===== src/rtl/uart_tx_pkg.sv =====
// Shared UART TX definitions: issue-FSM encoding plus the TX core's own state constants.
package uart_tx_pkg;

  typedef enum logic [1:0] {
    IDLE      = 2'd0,
    LAUNCH    = 2'd1,
    WAIT_BUSY = 2'd2,
    WAIT_DONE = 2'd3
  } issue_state_t;

  // TX core shift engine states; kept here so the core and the issue logic agree on encoding
  typedef enum logic [1:0] {
    TX_IDLE  = 2'd0,
    TX_START = 2'd1,
    TX_DATA  = 2'd2,
    TX_STOP  = 2'd3
  } tx_state_t;

  localparam int TX_FRAME_BITS = 10;

endpackage


===== src/rtl/sync_fifo.sv =====
// Single-clock FIFO with registered FULL/EMPTY/COUNT and a one-cycle overflow pulse.
module sync_fifo #(
  parameter  int DATA_WIDTH = 8,
  parameter  int DEPTH      = 16,
  localparam int AW         = $clog2(DEPTH)
) (
  input  logic                  CLK,
  input  logic                  RST,
  input  logic [DATA_WIDTH-1:0] wr_data,
  input  logic                  wr_en,
  input  logic                  rd_en,
  output logic [DATA_WIDTH-1:0] rd_data,
  output logic                  full,
  output logic                  empty,
  output logic [AW:0]           count,
  output logic                  overflow
);

  logic [DATA_WIDTH-1:0] mem [DEPTH];
  logic [AW-1:0]         wr_ptr, rd_ptr;
  logic [AW:0]           count_nxt;
  logic                  wr_acc, rd_acc;

  assign wr_acc  = wr_en && !full;
  assign rd_acc  = rd_en && !empty;
  assign rd_data = mem[rd_ptr];

  always_comb begin
    count_nxt = count;
    if (wr_acc && !rd_acc)      count_nxt = count + (AW+1)'(1);
    else if (!wr_acc && rd_acc) count_nxt = count - (AW+1)'(1);
  end

  always_ff @(posedge CLK) begin
    if (wr_acc && !RST) mem[wr_ptr] <= wr_data;
  end

  // DEPTH is a power of two, so pointer wrap is plain binary rollover
  always_ff @(posedge CLK) begin
    if (RST) begin
      wr_ptr   <= '0;
      rd_ptr   <= '0;
      count    <= '0;
      full     <= 1'b0;
      empty    <= 1'b1;
      overflow <= 1'b0;
    end else begin
      if (wr_acc) wr_ptr <= wr_ptr + AW'(1);
      if (rd_acc) rd_ptr <= rd_ptr + AW'(1);
      count    <= count_nxt;
      full     <= (count_nxt == (AW+1)'(DEPTH));
      empty    <= (count_nxt == '0);
      overflow <= wr_en && full;
    end
  end

endmodule


===== src/rtl/uart_tx_fifo.sv =====
// Character FIFO in front of a UART TX core: pops one entry per TX busy cycle and strobes it out.
module uart_tx_fifo
  import uart_tx_pkg::*;
#(
  parameter int DATA_WIDTH = 8,
  parameter int DEPTH      = 16
) (
  input  logic                     CLK,
  input  logic                     RST,
  input  logic [DATA_WIDTH-1:0]    WR_DATA,
  input  logic                     WR_EN,
  output logic                     FULL,
  output logic                     EMPTY,
  output logic [$clog2(DEPTH):0]   COUNT,
  output logic                     OVERFLOW,
  output logic [DATA_WIDTH-1:0]    P_DATA,
  output logic                     DATA_VALID,
  input  logic                     BUSY
);

  issue_state_t          state;
  logic                  pop;
  logic [DATA_WIDTH-1:0] head;

  // EMPTY is registered, so a write landing this cycle cannot be popped until the next
  assign pop = (state == IDLE) && !EMPTY && !BUSY;

  sync_fifo #(.DATA_WIDTH(DATA_WIDTH), .DEPTH(DEPTH)) u_fifo (
    .CLK      (CLK),
    .RST      (RST),
    .wr_data  (WR_DATA),
    .wr_en    (WR_EN),
    .rd_en    (pop),
    .rd_data  (head),
    .full     (FULL),
    .empty    (EMPTY),
    .count    (COUNT),
    .overflow (OVERFLOW)
  );

  always_ff @(posedge CLK) begin
    if (RST) begin
      state      <= IDLE;
      DATA_VALID <= 1'b0;
      P_DATA     <= '0;
    end else begin
      DATA_VALID <= 1'b0;
      case (state)
        IDLE: if (pop) begin
          state      <= LAUNCH;
          P_DATA     <= head;
          DATA_VALID <= 1'b1;
        end
        LAUNCH:    state <= WAIT_BUSY;
        WAIT_BUSY: if (BUSY)  state <= WAIT_DONE;
        WAIT_DONE: if (!BUSY) state <= IDLE;
        default:   state <= IDLE;
      endcase
    end
  end

endmodule


===== config.mk =====
export PLATFORM = sky130hd
export DESIGN_NAME = uart_tx_fifo
export DESIGN_NICKNAME = d
export VERILOG_FILES = /design/src/rtl/uart_tx_pkg.sv /design/src/rtl/sync_fifo.sv /design/src/rtl/uart_tx_fifo.sv
export SDC_FILE = /design/constraint.sdc
export NUM_CORES = 1
export LEC_CHECK = 0
export BUFFER_PORTS_ARGS = -buffer_cell sky130_fd_sc_hd__buf_4
export CAP_MARGIN = 30
export CORE_UTILIZATION = 40
export DETAILED_ROUTE_END_ITERATION = 8
export GPL_TIMING_DRIVEN = 1
export PLACE_DENSITY = 0.67
export SYNTH_ARGS = -nofsm -noshare
export SYNTH_HDL_FRONTEND = slang
export SYNTH_HIERARCHICAL = 1
export SYNTH_SLANG_ARGS = --single-unit

===== constraint.sdc =====
create_clock -name CLK -period 2.4 [get_ports CLK]
set_input_delay 0.48 -clock CLK [delete_from_list [all_inputs] [get_ports CLK]]
set_output_delay 0.48 -clock CLK [all_outputs]
set_load 0.01 [all_outputs]

==> metrics.csv, run 1 <==
stage,metric,value,unit
run_status,status,finished clean,
synth,syn-cell-area,6367,um^2
cts,cts_sinks,159,
sta,clock_skew,11.97,ps
layout,layout.cells.non_filler,620,
cts,path_clk_slew,60,ps
setup_path,timing.critical_path.from,state[0],
synth,syn_area_per_cell,18.56,um^2
floorplanning,dieArea,16430,um^2
setup_path,cp-start-kind,register,
synth,ys_seq_elements,159,
drt,drtAntennaViolNets,0,
setup_path,rr_startpoint,state[0],
hold_path,worstHoldPathType,in -> reg,
sta,fmax,0.4711,GHz
setup_path,reg2reg_depth,8,
setup_path,critPathKind,reg -> reg,
cts,insertion_delay,420,ps
grt,grt_max_degree,34,
grt,grt_antenna_before_repair,0,
sta,period_share,0.8844,
layout,diodes,0,
floorplanning,core,15370,um^2
cts,htreeDepth,4,
layout,area_growth,17.90,%
drt,drc,0,
grt,grt_pass1_vias,3154,
setup_path,crit_end,u_fifo/full,
cts,cts-root-buf,clkbuf_16,
synth,synth_edf_count,128,
place,hpwl,7.632,mm
layout,final_nets,418,
setup_path,critPathSlowestCell,nor4_1,
sta,rsz0062_at_grt,no,
layout,fin_util,0.4884,
place,io_buffer_count,28,
synth,ys_warn_count,6,
setup_path,cpPeakStageDelay,360,ps
cts,clockBufferDepth,2,
setup_path,cp_max_fo,6,
cts,hold_buffers,0,
setup_path,reg2reg_slack,280,ps
synth,synth_cell_types,39,
place,gp_congestion,0.7418,
floorplanning,rows,45,
grt,grt_pass1_wl,17.72,mm
drt,drtIter0Drc,333,
sta,final-hold-violation-count,0,
sta,worst_pin_slew,614.2,ps
drt,viasPerCell,5.208,
drt,via_count,3229,
pwr,p_leak,2.530,nW
grt,grt-ovfl-total,0,
floorplanning,start_util,0.4142,
pwr,powerDensity,840.2,nW/um^2
place,dp.cells,588,
layout,drive_gt1_frac,0.2347,
sta,slew_viol_final,0,
floorplanning,pin_count,29,
setup_path,endpoint_kind,register,
sta,setup_viol,0,
synth,seq_area_frac_synth,0.7011,
drt,drt_wl_total,11.60,mm
layout,layout_commonest_cell,edfxtp_1,
cts,cts_tree,built,
floorplanning,fp.dieW,128.2,um
grt,track_usage,0.1517,
setup_path,cp_cell_sequence,inv_1 -> ha_1 -> nor3b_2 -> nor2b_2 -> nor3_1 -> nor4_1 -> o31a_1 -> nor4bb_1,
pwr,vdd_drop_max,470.6,uV
synth,syn_nets,365,
sta,max_slew_margin,0.5900,
setup_path,cp.arrival,2440,ps
synth,syn_inst,343,
drt,wl_per_cell,18.70,um
setup_path,r2r-end,u_fifo/full,
layout,nFillCells,1253,
synth,ys_async_sr_fraction,0,
setup_path,crit_required,2720,ps
cts,numCtsBuffers,17,
sta,fin_setup_tns,0,ps
sta,min_period,2123,ps
synth,synthFlopType,edfxtp_1,
run,cap_violations,0,
layout,layout_common_cells,"128 x edfxtp_1, 47 x buf_4, 41 x nor2_1",
drt,dr.pass1.iters,4,
floorplanning,dieHeight,128.2,um
==> what timing repair did <==
| item | CTS | global route |
|---|---|---|
| setup buffers | 0 | 0 |
| endpoints found under the setup margin | 0 | 1 |
| gates resized for setup | 0 | 1 |
==> flip-flops by register name (all words and copies together) (netlist names), 2 cells and up, named ones only <==
signal	count
P_DATA	8
state	2
u_fifo/count	5
u_fifo/mem	128
u_fifo/rd_ptr	4
u_fifo/wr_ptr	4
==> worst max-delay path: cells and delay by family, from the launching register on <==
kind	cells	cell delay, ps
AOI/OAI and AO/OA	1	220
adders and majority gates	1	200
buffers and inverters	1	110
DFF	1	310
and+or+nand+nor	5	1200
==> final cells by class <==
class                           instances  area, um^2  area share
Clock buffer                           19       432.9     0.05767
Inverter                                7       26.28    0.003500
Sequential cell                       159        4464      0.5947
Multi-Input combinational cell        162        1788      0.2382
Timing Repair Buffer                   49       392.9     0.05233
Clock inverter                         13       138.9     0.01850
Tap cell                              211       264.0     0.03517
==> worst min-delay path by stage <==
stage                                 from              end  slack (ps)  depth (start not counted)
after global placement           P_DATA[0]        P_DATA[0]         470                          2
after CTS                            WR_EN  u_fifo/overflow         310                          3
after floorplan           u_fifo/rd_ptr[1]         register         470                          2
final                                WR_EN  u_fifo/overflow         320                          3
after global routing                 WR_EN  u_fifo/overflow         310                          3
after detailed placement       u_fifo/full  u_fifo/overflow         470                          2
==> kinds of logic (layout without fill, tap and decap cells) <==
kind of cell / after synthesis / in the layout / synth area share
DFF: 159 / 159 / 0.7011
and+or+nand+nor: 80 / 80 / 0.05816
muxes: 50 / 50 / 0.1739
buffers and inverters: 22 / 88 / 0.01926
AOI/OAI and AO/OA: 13 / 13 / 0.01552
adders and majority gates: 10 / 10 / 0.01965
xor gates and xnor gates: 9 / 9 / 0.01238
==> report_power, final <==
| part | internal, W | switching (W) | leakage, nW |
|---|---|---|---|
| registers | 0.00305 | 0.0000662 | 1.41 |
| clock network | 0.00153 | 0.00103 | 0.267 |
| logic | 0.000310 | 0.000318 | 0.857 |
| total | 0.00489 | 0.00142 | 2.53 |
==> through the flow <==
stage	instance area [um^2]	setup slack (ps)	hold WS (ps)	power, W
after floorplan	6367	331.4	467.8	0.003589
after global placement	6933	307.7	474.5	0.003764
after detailed placement	6933	229.8	473.4	0.003801
after CTS	7505	232.3	305.1	0.006358
after global routing	7507	47.55	314.2	0.006519
final	7507	277.5	320.4	0.006308
==> Yosys cell counts (2+ instances only) <==
master,number,share of area
a211oi_1,4,0.0047
a21oi_1,3,0.0024
and3_1,2,0.0020
buf_1,4,0.0024
buf_2,2,0.0016
buf_6,3,0.0053
clkbuf_1,4,0.0024
dfxtp_1,31,0.097
edfxtp_1,128,0.60
ha_1,10,0.020
inv_1,7,0.0041
mux2i_1,9,0.014
mux4_1,28,0.12
mux4_2,12,0.042
nand2_1,13,0.0077
nand2b_1,4,0.0039
nand3_1,3,0.0024
nand3b_1,2,0.0024
nand4_1,2,0.0020
nor2_1,41,0.024
nor2b_1,3,0.0029
nor3_1,3,0.0024
nor4_1,2,0.0020
xnor2_1,4,0.0055
xor2_1,5,0.0069
==> metal layers <==
layer,wire length (um),part of all wire,GRT usage
met4,127,0.011,0.06644
met1,5102,0.44,0.1998
met5,0,0,0
met3,624,0.054,0.03589
met2,5740,0.50,0.2407
(Power assumes the default switching activity.)
==> run 2: changes to the inputs <==
--- a/config.mk
+++ b/config.mk
@@ -5,12 +5,14 @@
 export SDC_FILE = /design/constraint.sdc
 export NUM_CORES = 1
 export LEC_CHECK = 0
+export ABC_AREA = 1
 export BUFFER_PORTS_ARGS = -buffer_cell sky130_fd_sc_hd__buf_4
 export CAP_MARGIN = 30
 export CORE_UTILIZATION = 40
 export DETAILED_ROUTE_END_ITERATION = 8
 export GPL_TIMING_DRIVEN = 1
 export PLACE_DENSITY = 0.67
+export RECOVER_POWER = 25
 export SYNTH_ARGS = -nofsm -noshare
 export SYNTH_HDL_FRONTEND = slang
 export SYNTH_HIERARCHICAL = 1
==> metrics.csv, run 2 <==
stage,metric,value,unit,change
setup_path,cp.arrival,2340,ps,-100 ps
pwr,cellInternalPower,0.005044,W,+3.1%
synth,synth_largest_area_cell,edfxtp_1,,
sta,slew_viol_final,0,,unchanged
layout,drive_gt1_frac,0.1821,,-0.05261
drt,dr.pass1.iters,5,,+1
sta,setup_ws,401.9,ps,+124.4 ps
place,dpl_worst_slack,470.7,ps,+240.9 ps
drt,viasPerCell,5.276,,+1.3%
floorplanning,dieHeight,129.6,um,+1.1%
setup_path,critPathKind,reg -> reg,,
hold_path,worstHoldStart,RST,,
sta,final-hold-violation-count,0,,unchanged
layout,diodes,0,,unchanged
synth,synth_cell_types,29,,-26%
floorplanning,fp.dieW,129.6,um,+1.1%
layout,area_growth,17.47,%,
floorplanning,dieArea,16810,um^2,+2.3%
grt,grt_antenna_before_repair,0,,unchanged
cts,cts_setup_buffers,0,,unchanged
synth,netlist.area_leader.share,0.5899,,-0.01379
synth,synthFlopType,edfxtp_1,,
cts,cts_sinks,159,,unchanged
sta,clock_skew,7.521,ps,-4.447 ps
pwr,seqPwrFrac,0.470,,-0.024
drt,drt_wl_total,14.27,mm,+23%
cts,insertion_delay,420,ps,about the same
floorplanning,pin_count,29,,unchanged
cts,htreeDepth,4,,unchanged
place,io_buffer_count,28,,unchanged
pwr,powerDensity,865.0,nW/um^2,+2.9%
pwr,p_switching,0.001577,W,+11%
cts,cts_tree,built,,
drt,wl_per_cell,17.17,um,-8.2%
floorplanning,start_util,0.4102,,-0.004037
setup_path,endpoint_kind,register,,
cts,numCtsBuffers,17,,unchanged
place,gp_congestion,0.7909,,+6.6%
sta,fmax,0.5005,GHz,+6.2%
setup_path,rr_startpoint,state[0],,
pwr,vdd_drop_max,811.3,uV,+72%
layout,design_area,7655,um^2,+2.0%
run_status,status,finished clean,,
setup_path,crit_required,2740,ps,+20 ps
pwr,p_sw_frac,0.2382,,+0.01373
grt,grt_max_degree,65,,+91%
synth,synthTopCellsByCount,"128 x edfxtp_1, 94 x nor2_1, 70 x o21ai_0, 52 x nand2_1, 31 x dfxtp_1",,
synth,ys_async_sr_fraction,0,,unchanged
grt,grt-ovfl-total,0,,unchanged
layout,reg_top3,"u_fifo/mem: 128 flops, P_DATA: 8 flops, u_fifo/count: 5 flops",,
cts,ctsResizeCount,0,,unchanged
pwr,p_comb_frac,0.114,,+0.014
drt,drtIter0Drc,467,,+40%
cts,clockBufferDepth,2,,unchanged
synth,ys_seq_elements,159,,unchanged
sta,fin_setup_tns,0,ps,unchanged
synth,ys_warn_count,6,,unchanged
layout,layout_commonest_cell,edfxtp_1,,
synth,syn_nets,579,,+59%
synth,seq_area_frac_synth,0.6851,,-0.01602
drt,drtAntennaViolNets,0,,unchanged
pwr,p_leak,2.700,nW,+6.7%
grt,track_usage,0.1833,,+0.03164
place,postPlaceCellArea,7072,um^2,+2.0%
pwr,pwr-share-clk,0.416,,+0.010
grt,grt_pass1_vias,4257,,+35%
cts,cts-root-buf,clkbuf_16,,
cts,path_clk_slew,60,ps,about the same
synth,syn_area_per_cell,11.70,um^2,-37%
layout,nFillCells,1430,,+14%
synth,synth_edf_count,128,,unchanged
layout,top_register,u_fifo/mem,,
place,hpwl,8.963,mm,+17%
setup_path,cp_max_fo,10,,+4
cts,hold_buffers,0,,unchanged
run,cap_violations,0,,unchanged
layout,final_nets,624,,+49%
layout,layout_common_cells,"128 x edfxtp_1, 94 x nor2_1, 70 x o21ai_0",,
synth,syn-cell-area,6516,um^2,+2.3%
grt,grt_pass1_wl,22.51,mm,+27%
layout,largest_reg_flops,128,,unchanged
synth,yosysMostFrequentCell,edfxtp_1,,
sta,rsz0062_at_grt,no,,
synth,syn_inst,557,,+62%
hold_path,worstHoldPathType,in -> reg,,
sta,min_period,1998,ps,-124.4 ps
pwr,finalPower,0.006621,W,+5.0%
sta,max_slew_margin,0.5335,,-0.05650
floorplanning,core,15890,um^2,+3.3%
floorplanning,rows,46,,+2.2%
sta,setup_viol,0,,unchanged
synth,yosys-top-cells-area,"edfxtp_1 59%, dfxtp_1 9.5%, nor2_1 5.4%",,
setup_path,timing.critical_path.from,state[0],,
drt,via_count,4384,,+36%
sta,worst_pin_slew,699.8,ps,+85.59 ps
drt,drc,0,,unchanged
sta,period_share,0.8325,,-0.05183
setup_path,cp-start-kind,register,,
==> run 2: cell count changes in the layout (fill, tap and decap cells not counted), moves of 13 or more <==
cell / before / now
nand3_1: 3 / 24
inv_1: 7 / 25
nand2_1: 13 / 52
nor2_1: 41 / 94
o21ai_0: 0 / 70
mux4_1: 28 / 0
o221ai_1: 0 / 21
nand2_2: 0 / 13
==> run 2: area by class of cell <==
class | instances | area (um^2) | area share
Clock buffer | 21 | 440.4 | 0.05754
Clock inverter | 11 | 165.2 | 0.02158
Inverter | 32 | 125.1 | 0.01635
Multi-Input combinational cell | 341 | 1815 | 0.2372
Sequential cell | 159 | 4466 | 0.5834
Tap cell | 216 | 270.3 | 0.03531
Timing Repair Buffer | 51 | 372.9 | 0.04871
==> run 2: per-stage QoR <==
step	hold slack, ps	cells	utilization
floorplan	412.4	557	-
global placement	421.5	799	0.4452
detailed placement	431.3	799	0.4452
CTS	363.6	831	0.4833
global route	374.1	831	0.4819
finish	376.1	831	0.4819
==> run 2: kinds of logic after synthesis <==
| kind of cell | Yosys count | synth area share |
|---|---|---|
| AO/OA/AOI/OAI | 129 | 0.1210 |
| AND/OR/NAND/NOR | 202 | 0.1384 |
| adder cells (fa/ha/maj) | 10 | 0.01920 |
| buffers and inverters | 57 | 0.03629 |
| flip-flops | 159 | 0.6851 |
==> run 2: worst max-delay path, cell delays in order, from the launching register on <==
cell and delay (ps):
dfxtp_1 310, inv_1 100, ha_1 180, inv_1 70
nor2_2 120, nand2_4 110, clkinv_4 120, inv_1 80
nor2_4 180, nand2_1 100, nor3_1 240, o21ai_0 140
a21oi_1 170
==> run 2: worst paths after layout <==
check                           to  cells after the start  slack [ps]
setup / recovery          register                     12         400
hold / removal           P_DATA[1]                      2         380
setup reg to reg          register                     12         400
hold reg to reg   u_fifo/rd_ptr[3]                      1         470
==> run 2: layer usage <==
metal	wire length [um]	track usage	share of wire	up-vias
met5	0	0	0	-
met2	6915	0.2925	0.48	147
li1	-	-	-	2088
met1	6266	0.2438	0.44	2134
met4	172	0.06566	0.012	0
met3	912	0.04459	0.064	15
==> run 2: power by group through the flow <==
stage	combinational (W)	clock, W	sequential [W]
after floorplan	0.000501	0	0.00317
after global placement	0.000721	0	0.00316
after detailed placement	0.000757	0	0.00317
after CTS	0.000761	0.00280	0.00311
after global routing	0.000845	0.00291	0.00312
final	0.000754	0.00276	0.00311
==> run 3: changes to the inputs <==
==> constraint.sdc (replaced) <==
create_clock -name CLK -period 2.08 [get_ports CLK]
set_input_delay 0.416 -clock CLK [delete_from_list [all_inputs] [get_ports CLK]]
set_output_delay 0.416 -clock CLK [all_outputs]
set_load 0.01 [all_outputs]
==> metrics.csv, run 3 (synthesized netlist as in run 2, its figures left out) <==
stage,metric,value,unit,change
run_status,status,finished clean,,
cts,insertion_delay,430,ps,about the same
grt,grt_pass1_vias,4328,,+1.7%
drt,dr.pass1.iters,5,,unchanged
setup_path,critPathKind,reg -> reg,,
sta,period_share,0.9208,,+0.08825
layout,layout_common_cells,"128 x edfxtp_1, 94 x nor2_1, 70 x o21ai_0",,
setup_path,r2r-end,u_fifo/full,,
layout,reg_top3,"u_fifo/mem: 128 flops, P_DATA: 8 flops, u_fifo/count: 5 flops",,
layout,final_nets,631,,+1.1%
floorplanning,dieHeight,129.6,um,unchanged
cts,htreeDepth,4,,unchanged
layout,top_register,u_fifo/mem,,
place,hpwl,8.877,mm,-0.96%
grt,grt_max_degree,65,,unchanged
setup_path,cp.arrival,2290,ps,-50 ps
layout,drive_gt1_frac,0.2058,,+0.02367
run,cap_violations,0,,unchanged
pwr,powerDensity,989.6,nW/um^2,+14%
drt,drt_wl_total,14.30,mm,+0.22%
hold_path,worstHoldStart,RST,,
drt,drtIter0Drc,442,,-5.4%
drt,via_count,4453,,+1.6%
floorplanning,dieArea,16810,um^2,unchanged
drt,drtAntennaViolNets,0,,unchanged
sta,clock_skew,9.414,ps,+1.892 ps
cts,clockBufferDepth,2,,unchanged
cts,cts_sinks,159,,unchanged
hold_path,hold_depth,2,,unchanged
floorplanning,rows,46,,unchanged
hold_path,hold_end,P_DATA[1],,
setup_path,reg2reg_depth,16,,+4
layout,nFillCells,1455,,+1.7%
pwr,vdd_drop_max,985.2,uV,+21%
layout,layout_commonest_cell,edfxtp_1,,
floorplanning,start_util,0.4102,,unchanged
hold_path,worstHoldPathType,in -> reg,,
setup_path,crit_required,2450,ps,-290 ps
layout,largest_reg_flops,128,,unchanged
place,dp.cells,799,,unchanged
place,gp_congestion,0.7735,,-2.2%
cts,hold_buffers,0,,unchanged
setup_path,endpoint_kind,register,,
cts,cts_tree,built,,
floorplanning,pin_count,29,,unchanged
setup_path,cp-start-kind,register,,
sta,min_period,1915,ps,-82.86 ps
sta,final-hold-violation-count,0,,unchanged
layout,diodes,0,,unchanged
setup_path,rr_startpoint,state[0],,
drt,viasPerCell,5.314,,+0.73%
place,postPlaceCellArea,7084,um^2,+0.18%
grt,grt-ovfl-total,0,,unchanged
sta,setup_viol,0,,unchanged
sta,worst_pin_slew,741.5,ps,+41.76 ps
floorplanning,fp.dieW,129.6,um,unchanged
grt,track_usage,0.1801,,-0.003197
setup_path,reg2reg_slack,160,ps,-240 ps
layout,layout.cells.non_filler,838,,+0.84%
floorplanning,core,15890,um^2,unchanged
cts,numCtsBuffers,17,,unchanged
layout,design_area,7722,um^2,+0.88%
layout,area_growth,18.51,%,
sta,max_slew_margin,0.5057,,-0.02784
drt,drc,0,,unchanged
sta,slew_viol_final,0,,unchanged
cts,cts-root-buf,clkbuf_16,,
pwr,p_leak,2.733,nW,+1.2%
sta,fin_setup_tns,0,ps,unchanged
cts,path_clk_slew,60,ps,about the same
sta,fmax,0.5221,GHz,+4.3%
drt,wl_per_cell,17.06,um,-0.61%
place,io_buffer_count,28,,unchanged
grt,grt_antenna_before_repair,0,,unchanged
setup_path,cp_max_fo,7,,-3
grt,grt_pass1_wl,22.17,mm,-1.5%
## run 3: worst max-delay path by stage
| stage | depth (start not counted) | start | slack [ps] | end |
|---|---|---|---|---|
| floorplan | 15 | state[0] | 390 | u_fifo/empty |
| global route | 16 | state[1] | -5 | u_fifo/full |
| global placement | 15 | state[0] | 260 | u_fifo/empty |
| finish | 16 | state[0] | 160 | u_fifo/full |
| detailed placement | 15 | state[0] | 110 | u_fifo/empty |
| CTS | 15 | state[0] | 90 | u_fifo/empty |
## run 3: timing repair
| item | in CTS | in global routing |
|---|---|---|
| buffers inserted | 0 | 7 |
| hold endpoints to repair | 0 | 0 |
| resized for setup | 0 | 6 |
| endpoints found under the setup margin | 0 | 4 |
## run 3: stage by stage
step | hold WS [ps] | power [W] | setup WS, ps | utilization
after global placement | 421.1 | 0.004489 | 259.8 | 0.4460
after global routing | 315.5 | 0.007926 | -4.667 | 0.4861
after CTS | 293.9 | 0.007638 | 92.43 | 0.4835
after detailed placement | 433.4 | 0.004546 | 114.3 | 0.4460
after floorplan | 412.4 | 0.004235 | 388.5 | -
final | 316.2 | 0.007642 | 164.7 | 0.4861
## run 3: area by class of cell
type	count	area, um^2	share of cell area
sequential	159	4467	0.5784
multi-input combinational	341	1828	0.2367
timing repair buffer	58	434.2	0.05622
clock buffer	17	425.4	0.05509
tap	216	270.3	0.03500
clock inverter	15	170.2	0.02203
inverter	32	127.6	0.01653
## run 3: layer usage
metal  share of wire  wire [um]  up-vias  track usage
met2            0.49       6983      135       0.2913
met3           0.053        761       20      0.04088
met4           0.020        291        0      0.08550
met1            0.44       6263     2204       0.2299
li1                -          -     2094            -
met5               0          0        -            0
## run 3: critical path, cell delays in order, from the launching register on
cell and delay (ps):
dfxtp_1 330, inv_2 60, ha_2 170, inv_1 60
nor2_2 150, nand2_4 100, inv_8 70, inv_1 60
nor2_4 210, nor2_2 70, nand2_1 70, nand2_1 50
nand2_1 80, nand2_1 70, nor2_2 130, nand2_1 70
nor2_2 80
## run 3: power breakdown
part	internal (W)	total (W)	switching, W
Clock	0.00188	0.00310	0.00123
Combinational	0.000349	0.000951	0.000603
Sequential	0.00352	0.00359	0.0000671
